File: src/rtl/uart_frame_receiver_if.sv
// Serial receiver link: raw serial line in, received payload and status strobes out.
// The master side is the receiver itself; the slave side is the line driver/consumer.
interface uart_frame_receiver_if #(
  parameter int DATA_BITS = 22
);
  logic                 serial_in;
  logic [DATA_BITS-1:0] data_out;
  logic                 data_valid;
  logic                 busy;
  logic                 framing_error;
  logic                 parity_error;

  modport master (
    input  serial_in,
    output data_out, data_valid, busy, framing_error, parity_error
  );

  modport slave (
    output serial_in,
    input  data_out, data_valid, busy, framing_error, parity_error
  );
endinterface

File: src/rtl/uart_frame_receiver.sv
// Asynchronous serial frame receiver: 2-flop synchroniser, mid-bit sampling, start-glitch
// rejection, optional parity, stop-bit check and a one-cycle data_valid strobe.
module uart_frame_receiver #(
  parameter int CLKS_PER_BIT = 2606,
  parameter int DATA_BITS    = 22,
  parameter int PARITY_EN    = 0,
  parameter int PARITY_ODD   = 0,
  parameter int STOP_BITS    = 1
) (
  input logic                   clock,
  input logic                   reset_n,
  uart_frame_receiver_if.master uart
);

  localparam int BAUD_W = $clog2(CLKS_PER_BIT);
  localparam int IDX_W  = (DATA_BITS > 1) ? $clog2(DATA_BITS) : 1;

  localparam logic [BAUD_W-1:0] HALF_LAST = BAUD_W'(CLKS_PER_BIT / 2 - 1);
  localparam logic [BAUD_W-1:0] BIT_LAST  = BAUD_W'(CLKS_PER_BIT - 1);
  localparam logic [IDX_W-1:0]  IDX_LAST  = IDX_W'(DATA_BITS - 1);
  localparam logic              STOP_LAST = 1'(STOP_BITS - 1);
  localparam logic              PAR_ODD   = 1'(PARITY_ODD);

  typedef enum logic [2:0] {
    S_IDLE,
    S_START,
    S_DATA,
    S_PARITY,
    S_STOP,
    S_WAIT_IDLE
  } state_e;

  state_e               state_q, state_d;
  logic [1:0]           sync_q, sync_d;
  logic [BAUD_W-1:0]    baud_q, baud_d;
  logic [IDX_W-1:0]     bit_idx_q, bit_idx_d;
  logic                 stop_idx_q, stop_idx_d;
  logic [DATA_BITS-1:0] shift_q, shift_d;
  logic                 perr_acc_q, perr_acc_d;
  logic                 ferr_acc_q, ferr_acc_d;
  logic [DATA_BITS-1:0] data_out_q, data_out_d;
  logic                 data_valid_q, data_valid_d;
  logic                 busy_q, busy_d;
  logic                 framing_error_q, framing_error_d;
  logic                 parity_error_q, parity_error_d;

  logic rx;
  logic stop_ferr;
  logic baud_done;

  assign rx        = sync_q[1];
  assign baud_done = (baud_q == BIT_LAST);
  assign stop_ferr = ferr_acc_q | ~rx;

  always_comb begin
    // NOTE: every _d starts from its _q so no path through this block can infer a latch.
    state_d         = state_q;
    sync_d          = {sync_q[0], uart.serial_in};
    baud_d          = baud_q;
    bit_idx_d       = bit_idx_q;
    stop_idx_d      = stop_idx_q;
    shift_d         = shift_q;
    perr_acc_d      = perr_acc_q;
    ferr_acc_d      = ferr_acc_q;
    data_out_d      = data_out_q;
    data_valid_d    = 1'b0;
    busy_d          = busy_q;
    framing_error_d = framing_error_q;
    parity_error_d  = parity_error_q;

    unique case (state_q)
      S_IDLE: begin
        if (!rx) begin
          state_d   = S_START;
          baud_d    = '0;
          bit_idx_d = '0;
        end
      end

      // A start bit that is high again at its midpoint is treated as line noise.
      S_START: begin
        if (baud_q == HALF_LAST) begin
          baud_d = '0;
          if (!rx) begin
            state_d    = S_DATA;
            busy_d     = 1'b1;
            bit_idx_d  = '0;
            stop_idx_d = 1'b0;
            perr_acc_d = 1'b0;
            ferr_acc_d = 1'b0;
          end else begin
            state_d = S_IDLE;
          end
        end else begin
          baud_d = baud_q + 1'b1;
        end
      end

      S_DATA: begin
        if (baud_done) begin
          baud_d             = '0;
          shift_d[bit_idx_q] = rx;
          if (bit_idx_q == IDX_LAST) begin
            bit_idx_d = '0;
            state_d   = (PARITY_EN != 0) ? S_PARITY : S_STOP;
          end else begin
            bit_idx_d = bit_idx_q + 1'b1;
          end
        end else begin
          baud_d = baud_q + 1'b1;
        end
      end

      S_PARITY: begin
        if (baud_done) begin
          baud_d     = '0;
          perr_acc_d = ((^shift_q) ^ rx) != PAR_ODD;
          state_d    = S_STOP;
        end else begin
          baud_d = baud_q + 1'b1;
        end
      end

      // Leaving for IDLE at the stop-bit midpoint lets the next start edge land early.
      S_STOP: begin
        if (baud_done) begin
          baud_d = '0;
          if (stop_idx_q == STOP_LAST) begin
            stop_idx_d      = 1'b0;
            data_out_d      = shift_q;
            framing_error_d = stop_ferr;
            parity_error_d  = (PARITY_EN != 0) ? perr_acc_q : 1'b0;
            data_valid_d    = 1'b1;
            busy_d          = 1'b0;
            state_d         = stop_ferr ? S_WAIT_IDLE : S_IDLE;
          end else begin
            stop_idx_d = 1'b1;
            ferr_acc_d = stop_ferr;
          end
        end else begin
          baud_d = baud_q + 1'b1;
        end
      end

      S_WAIT_IDLE: begin
        if (rx) state_d = S_IDLE;
      end

      default: state_d = S_IDLE;
    endcase
  end

  always_ff @(posedge clock or negedge reset_n) begin
    if (!reset_n) begin
      state_q         <= S_IDLE;
      sync_q          <= 2'b11;
      baud_q          <= '0;
      bit_idx_q       <= '0;
      stop_idx_q      <= 1'b0;
      shift_q         <= '0;
      perr_acc_q      <= 1'b0;
      ferr_acc_q      <= 1'b0;
      data_out_q      <= '0;
      data_valid_q    <= 1'b0;
      busy_q          <= 1'b0;
      framing_error_q <= 1'b0;
      parity_error_q  <= 1'b0;
    end else begin
      // NOTE: non-blocking assignments so every flop samples pre-edge values.
      state_q         <= state_d;
      sync_q          <= sync_d;
      baud_q          <= baud_d;
      bit_idx_q       <= bit_idx_d;
      stop_idx_q      <= stop_idx_d;
      shift_q         <= shift_d;
      perr_acc_q      <= perr_acc_d;
      ferr_acc_q      <= ferr_acc_d;
      data_out_q      <= data_out_d;
      data_valid_q    <= data_valid_d;
      busy_q          <= busy_d;
      framing_error_q <= framing_error_d;
      parity_error_q  <= parity_error_d;
    end
  end

  assign uart.data_out      = data_out_q;
  assign uart.data_valid    = data_valid_q;
  assign uart.busy          = busy_q;
  assign uart.framing_error = framing_error_q;
  assign uart.parity_error  = parity_error_q;

endmodule

File: src/flat_wrapper.sv
// flat-port wrapper written by rule: the top's interface ports become plain ports
module uart_frame_receiver_flat 
#(
  parameter int CLKS_PER_BIT = 2606,
  parameter int DATA_BITS    = 22,
  parameter int PARITY_EN    = 0,
  parameter int PARITY_ODD   = 0,
  parameter int STOP_BITS    = 1
)
  (clock, reset_n, uart_serial_in, uart_data_out, uart_data_valid, uart_busy, uart_framing_error, uart_parity_error);
  uart_frame_receiver_if #(.DATA_BITS(DATA_BITS)) uart_i ();
  input logic clock;
  input logic reset_n;
  input wire logic [$bits(uart_i.serial_in)-1:0] uart_serial_in;
  output wire logic [$bits(uart_i.data_out)-1:0] uart_data_out;
  output wire logic [$bits(uart_i.data_valid)-1:0] uart_data_valid;
  output wire logic [$bits(uart_i.busy)-1:0] uart_busy;
  output wire logic [$bits(uart_i.framing_error)-1:0] uart_framing_error;
  output wire logic [$bits(uart_i.parity_error)-1:0] uart_parity_error;
  assign uart_i.serial_in = uart_serial_in;
  assign uart_data_out = uart_i.data_out;
  assign uart_data_valid = uart_i.data_valid;
  assign uart_busy = uart_i.busy;
  assign uart_framing_error = uart_i.framing_error;
  assign uart_parity_error = uart_i.parity_error;
  uart_frame_receiver #(.CLKS_PER_BIT(CLKS_PER_BIT), .DATA_BITS(DATA_BITS), .PARITY_EN(PARITY_EN), .PARITY_ODD(PARITY_ODD), .STOP_BITS(STOP_BITS)) u_core (.clock(clock), .reset_n(reset_n), .uart(uart_i));
endmodule
File: config.mk
export PLATFORM = sky130hd
export DESIGN_NAME = uart_frame_receiver_flat
export DESIGN_NICKNAME = d
export VERILOG_FILES = /design/src/rtl/uart_frame_receiver_if.sv /design/src/rtl/uart_frame_receiver.sv /design/src/flat_wrapper.sv
export SDC_FILE = /design/constraint.sdc
export NUM_CORES = 1
export LEC_CHECK = 0
export ABC_AREA = 1
export BUFFER_PORTS_ARGS = -buffer_cell sky130_fd_sc_hd__buf_2
export CORE_ASPECT_RATIO = 1.75
export CORE_MARGIN = 2
export CORE_UTILIZATION = 50
export DETAILED_ROUTE_END_ITERATION = 10
export PLACE_DENSITY = 0.79
export SYNTH_ARGS = -nofsm -noshare
export SYNTH_HDL_FRONTEND = slang
export SYNTH_SLANG_ARGS = --single-unit
File: constraint.sdc
create_clock -name clock -period 2 [get_ports clock]
set_clock_uncertainty 0.2 [all_clocks]
set_input_delay 0.2 -clock clock [delete_from_list [all_inputs] [get_ports clock]]
set_output_delay 0.2 -clock clock [all_outputs]
set_load 0.02 [all_outputs]
==> results by group <==
Route
  – Via count: 3188
  – ANT nets after route: 0
  – TritonRoute pass-1 iters: 6
  – Iteration-0 DRC Markers: 267
  – Wirelength per Cell: 13.4 µm
  – Vias per inst: 5.18
  – Total routed wirelength: 8220 µm
  – Drt drc: 0

Clock tree
  – Clock Latency Late Sink: 0.34 ns
  – CTS Buffer Depth: 2
  – Clk slew on worst S/H paths: 0.06 ns
  – H-tree depth: 3
  – CTS sink count: 70
  – TritonCTS clock tree: done
  – Total CTS buffers: 9
  – Clk root buf: clkbuf_16

Die
  – Die height: 117 µm
  – Die area: 8030 µm²
  – Starting density of the core: 51.2%
  – Rows: 41
  – Die extent in x: 68.6 µm
  – Core ar.: 7130 µm²
  – # IOs: 29

Critical path
  – WP buf/inv: 3
  – Reg2Reg Capture Point: u_core.shift_q[5]
  – CP max stage delay: 0.39 ns
  – R2R cell count: 10
  – Critical Path RT: 2.03 ns
  – Slowest CP cell: dfrtp_1
  – Most used cell, CP: nand2_1
  – Crit-path leading delay family: simple AND/OR/NAND/NOR gates
  – Worst r2r src: u_core.baud_q[1]
  – Worst reg2reg setup slack: 0.15 ns
  – Ordered list of cells on the worst path: inv_1 -> ha_1 -> inv_1 -> nor2_1 -> nand3_2 -> nor2_8 -> buf_4 -> nand2_1 -> nand2_1 -> nand2_1
  – Crit Path Class: reg2reg
  – Crit end category: flop
  – CP startpoint kind: flop
  – Crit path DAT: 1.88 ns
  – CP max FO: 9

STA
  – Minimum clock period: 1.85 ns
  – Achievable Freq: 541 MHz
  – Max-slew violation count: 0
  – RSZ-0062 raised after global routing: no
  – Final setup violation count: 0
  – Final Hold Viols: 0
  – Crit share post-route: 92.5%
  – TNS Setup: 0 ns

Power and ir drop
  – Power, Total: 0.00290 W
  – Peak supply drop: 0.521 mV
  – Pleak: 2.29 nW
  – Power density cells: 687 nW/µm²

Yosys
  – Sequential area share after synthesis: 48.0%
  – Syn_area_per_cell: 7.53 µm²
  – Cell variety after synth: 31
  – Seq cells post-synth: 70
  – Mapped Area: 3650 µm²
  – Mapped Cells: 485
  – Yosys Warn Count: 0
  – Mapped Nets: 495

Cells and area
  – FILL cells: 649
  – Area Growth Syn to Fin: 15.7%
  – Share of cells above drive strength 1: 15.9%
  – ANT cells: 0
  – Nets: 534

Placement
  – IO Port Bufs: 27
  – RD Place Congestion: 0.900
  – Post-DP HPWL: 5720 µm

Worst hold path
  – Min-Delay Endpoint: u_core.sync_q[1]
  – Worst hold path type: reg2reg
  – Hold path depth: 0
  – Worst Hold Launch: u_core.sync_q[0]

Status
  – Status: finished, final reports clean

Run
  – Max-Cap Viols: 0

Global routing
  – Global-route wire length before repair: 13400 µm
  – Vias in the first global route: 3030
  – GRT Util Overall: 22.5%
  – Initial antenna violation count: 0
  – Grt total ovfl: 0
  – Largest net degree at the start of global routing: 71
registers in the layout, summed over array words and instances (netlist names):
name and count:
u_core.ferr_acc_q 1, u_core.baud_q 12, u_core.bit_idx_q 5, u_core.uart.data_valid 1, u_core.uart.framing_error 1, u_core.uart.busy 1
u_core.state_q 3, u_core.sync_q 2, u_core.uart.data_out 22, u_core.shift_q 22
layer usage:
metal	vias up	GRT usage [%]	wire length, µm	share of wire, %
met4	0	12.4	315	3.8
met5	-	0	0	0
li1	1585	-	-	-
met1	1492	23.8	3090	38
met2	84	39.9	4520	55
met3	27	5.16	298	3.6
cell usage after synthesis, drive strengths merged:
master  instances  area, µm²
o21ai          12       60.1
inv            42        158
nand3          55        293
dfrtp          68       1700
nor3            8       61.3
nand4           4       25.0
o221ai          1       8.76
a21oi           2       13.8
nand2         207        782
a21boi          1       7.51
dfstp           2       52.6
nor4            1       6.26
buf            15        121
xnor2           2       17.5
conb            1       3.75
ha              7       87.6
xor2            2       17.5
nor2           55        235
what timing repair did:
item,CTS,global route
setup endpoints to repair,0,52
gates resized for setup,0,6
hold endpoints to repair,71,0
setup buffers,0,3
hold buffers,2,0
report_power, final:
part / switching, W / leakage (nW) / internal, W
registers: 0.00000115 / 0.957 / 0.00142
logic: 0.0000418 / 1.19 / 0.0000112
clock network: 0.000600 / 0.135 / 0.000828
total: 0.000643 / 2.29 / 0.00226
per-stage QoR:
| step | area (µm²) | hold WS (ns) | cells | utilization, % | setup WS, ns |
|---|---|---|---|---|---|
| final | 4220 | 0.160 | 615 | 59.2 | 0.150 |
| after global routing | 4220 | 0.161 | 615 | 59.2 | 0.0444 |
| after CTS | 4160 | 0.160 | 611 | 58.3 | 0.0525 |
| after detailed placement | 3870 | 0.0534 | 593 | 54.3 | 0.0643 |
| after global placement | 3870 | 0.0522 | 593 | 54.3 | 0.141 |
| after floorplan | 3650 | -0.296 | 485 | - | 0.347 |
cell families (layout without fill, tap and decap cells):
| kind of cell | Yosys count | in the layout | share of synthesized area [%] |
|---|---|---|---|
| other | 1 | 1 | 0.103 |
| adder cells (fa/ha/maj) | 7 | 7 | 2.40 |
| buffers and inverters | 57 | 101 | 7.64 |
| XOR/XNOR | 4 | 4 | 0.959 |
| flip-flops | 70 | 70 | 48.0 |
| AO/OA/AOI/OAI | 16 | 16 | 2.47 |
| AND/OR/NAND/NOR | 330 | 330 | 38.4 |
worst max-delay path by stage:
stage,end,cells past startpoint,slack [ns],from
detailed placement,u_core.baud_q[7],6,0.06,u_core.state_q[1]
finish,u_core.shift_q[5],10,0.15,u_core.baud_q[1]
global route,u_core.state_q[0],9,0.04,u_core.bit_idx_q[1]
CTS,u_core.baud_q[7],6,0.05,u_core.state_q[1]
floorplan,u_core.shift_q[12],10,0.35,u_core.baud_q[1]
global placement,u_core.shift_q[20],10,0.14,u_core.baud_q[1]
placed cells by master (no fill, tap or decap):
cell,instances
dfstp_2,2
conb_1,1
xnor2_1,2
nor4_1,1
inv_1,36
ha_1,7
buf_4,11
buf_12,2
clkinvlp_4,1
nor3_1,5
nor3_2,2
buf_2,27
clkbuf_16,10
inv_2,5
nand3_2,2
a21oi_1,1
nor2_2,6
nand3_1,52
nand2_2,5
xor2_1,2
clkinv_4,1
dfrtp_1,68
o21ai_1,2
nand4_1,4
nor3_4,1
a21boi_0,1
nand3_4,1
o221ai_1,1
nand2_1,202
nor2_1,48
clkinv_2,6
a21oi_2,1
nor2_8,1
o21ai_0,10
dlygate4sd3_1,2
cell type report:
type	count	area [µm²]	area share (%)
Clock buffer	9	225	5.33
Clock inverter	7	41.3	0.977
Inverter	42	159	3.76
Multi-Input combinational cell	358	1630	38.7
Sequential cell	70	1750	41.5
Tap cell	86	108	2.55
Timing Repair Buffer	43	303	7.17
Note: power is estimated with default switching activity, not from simulation.
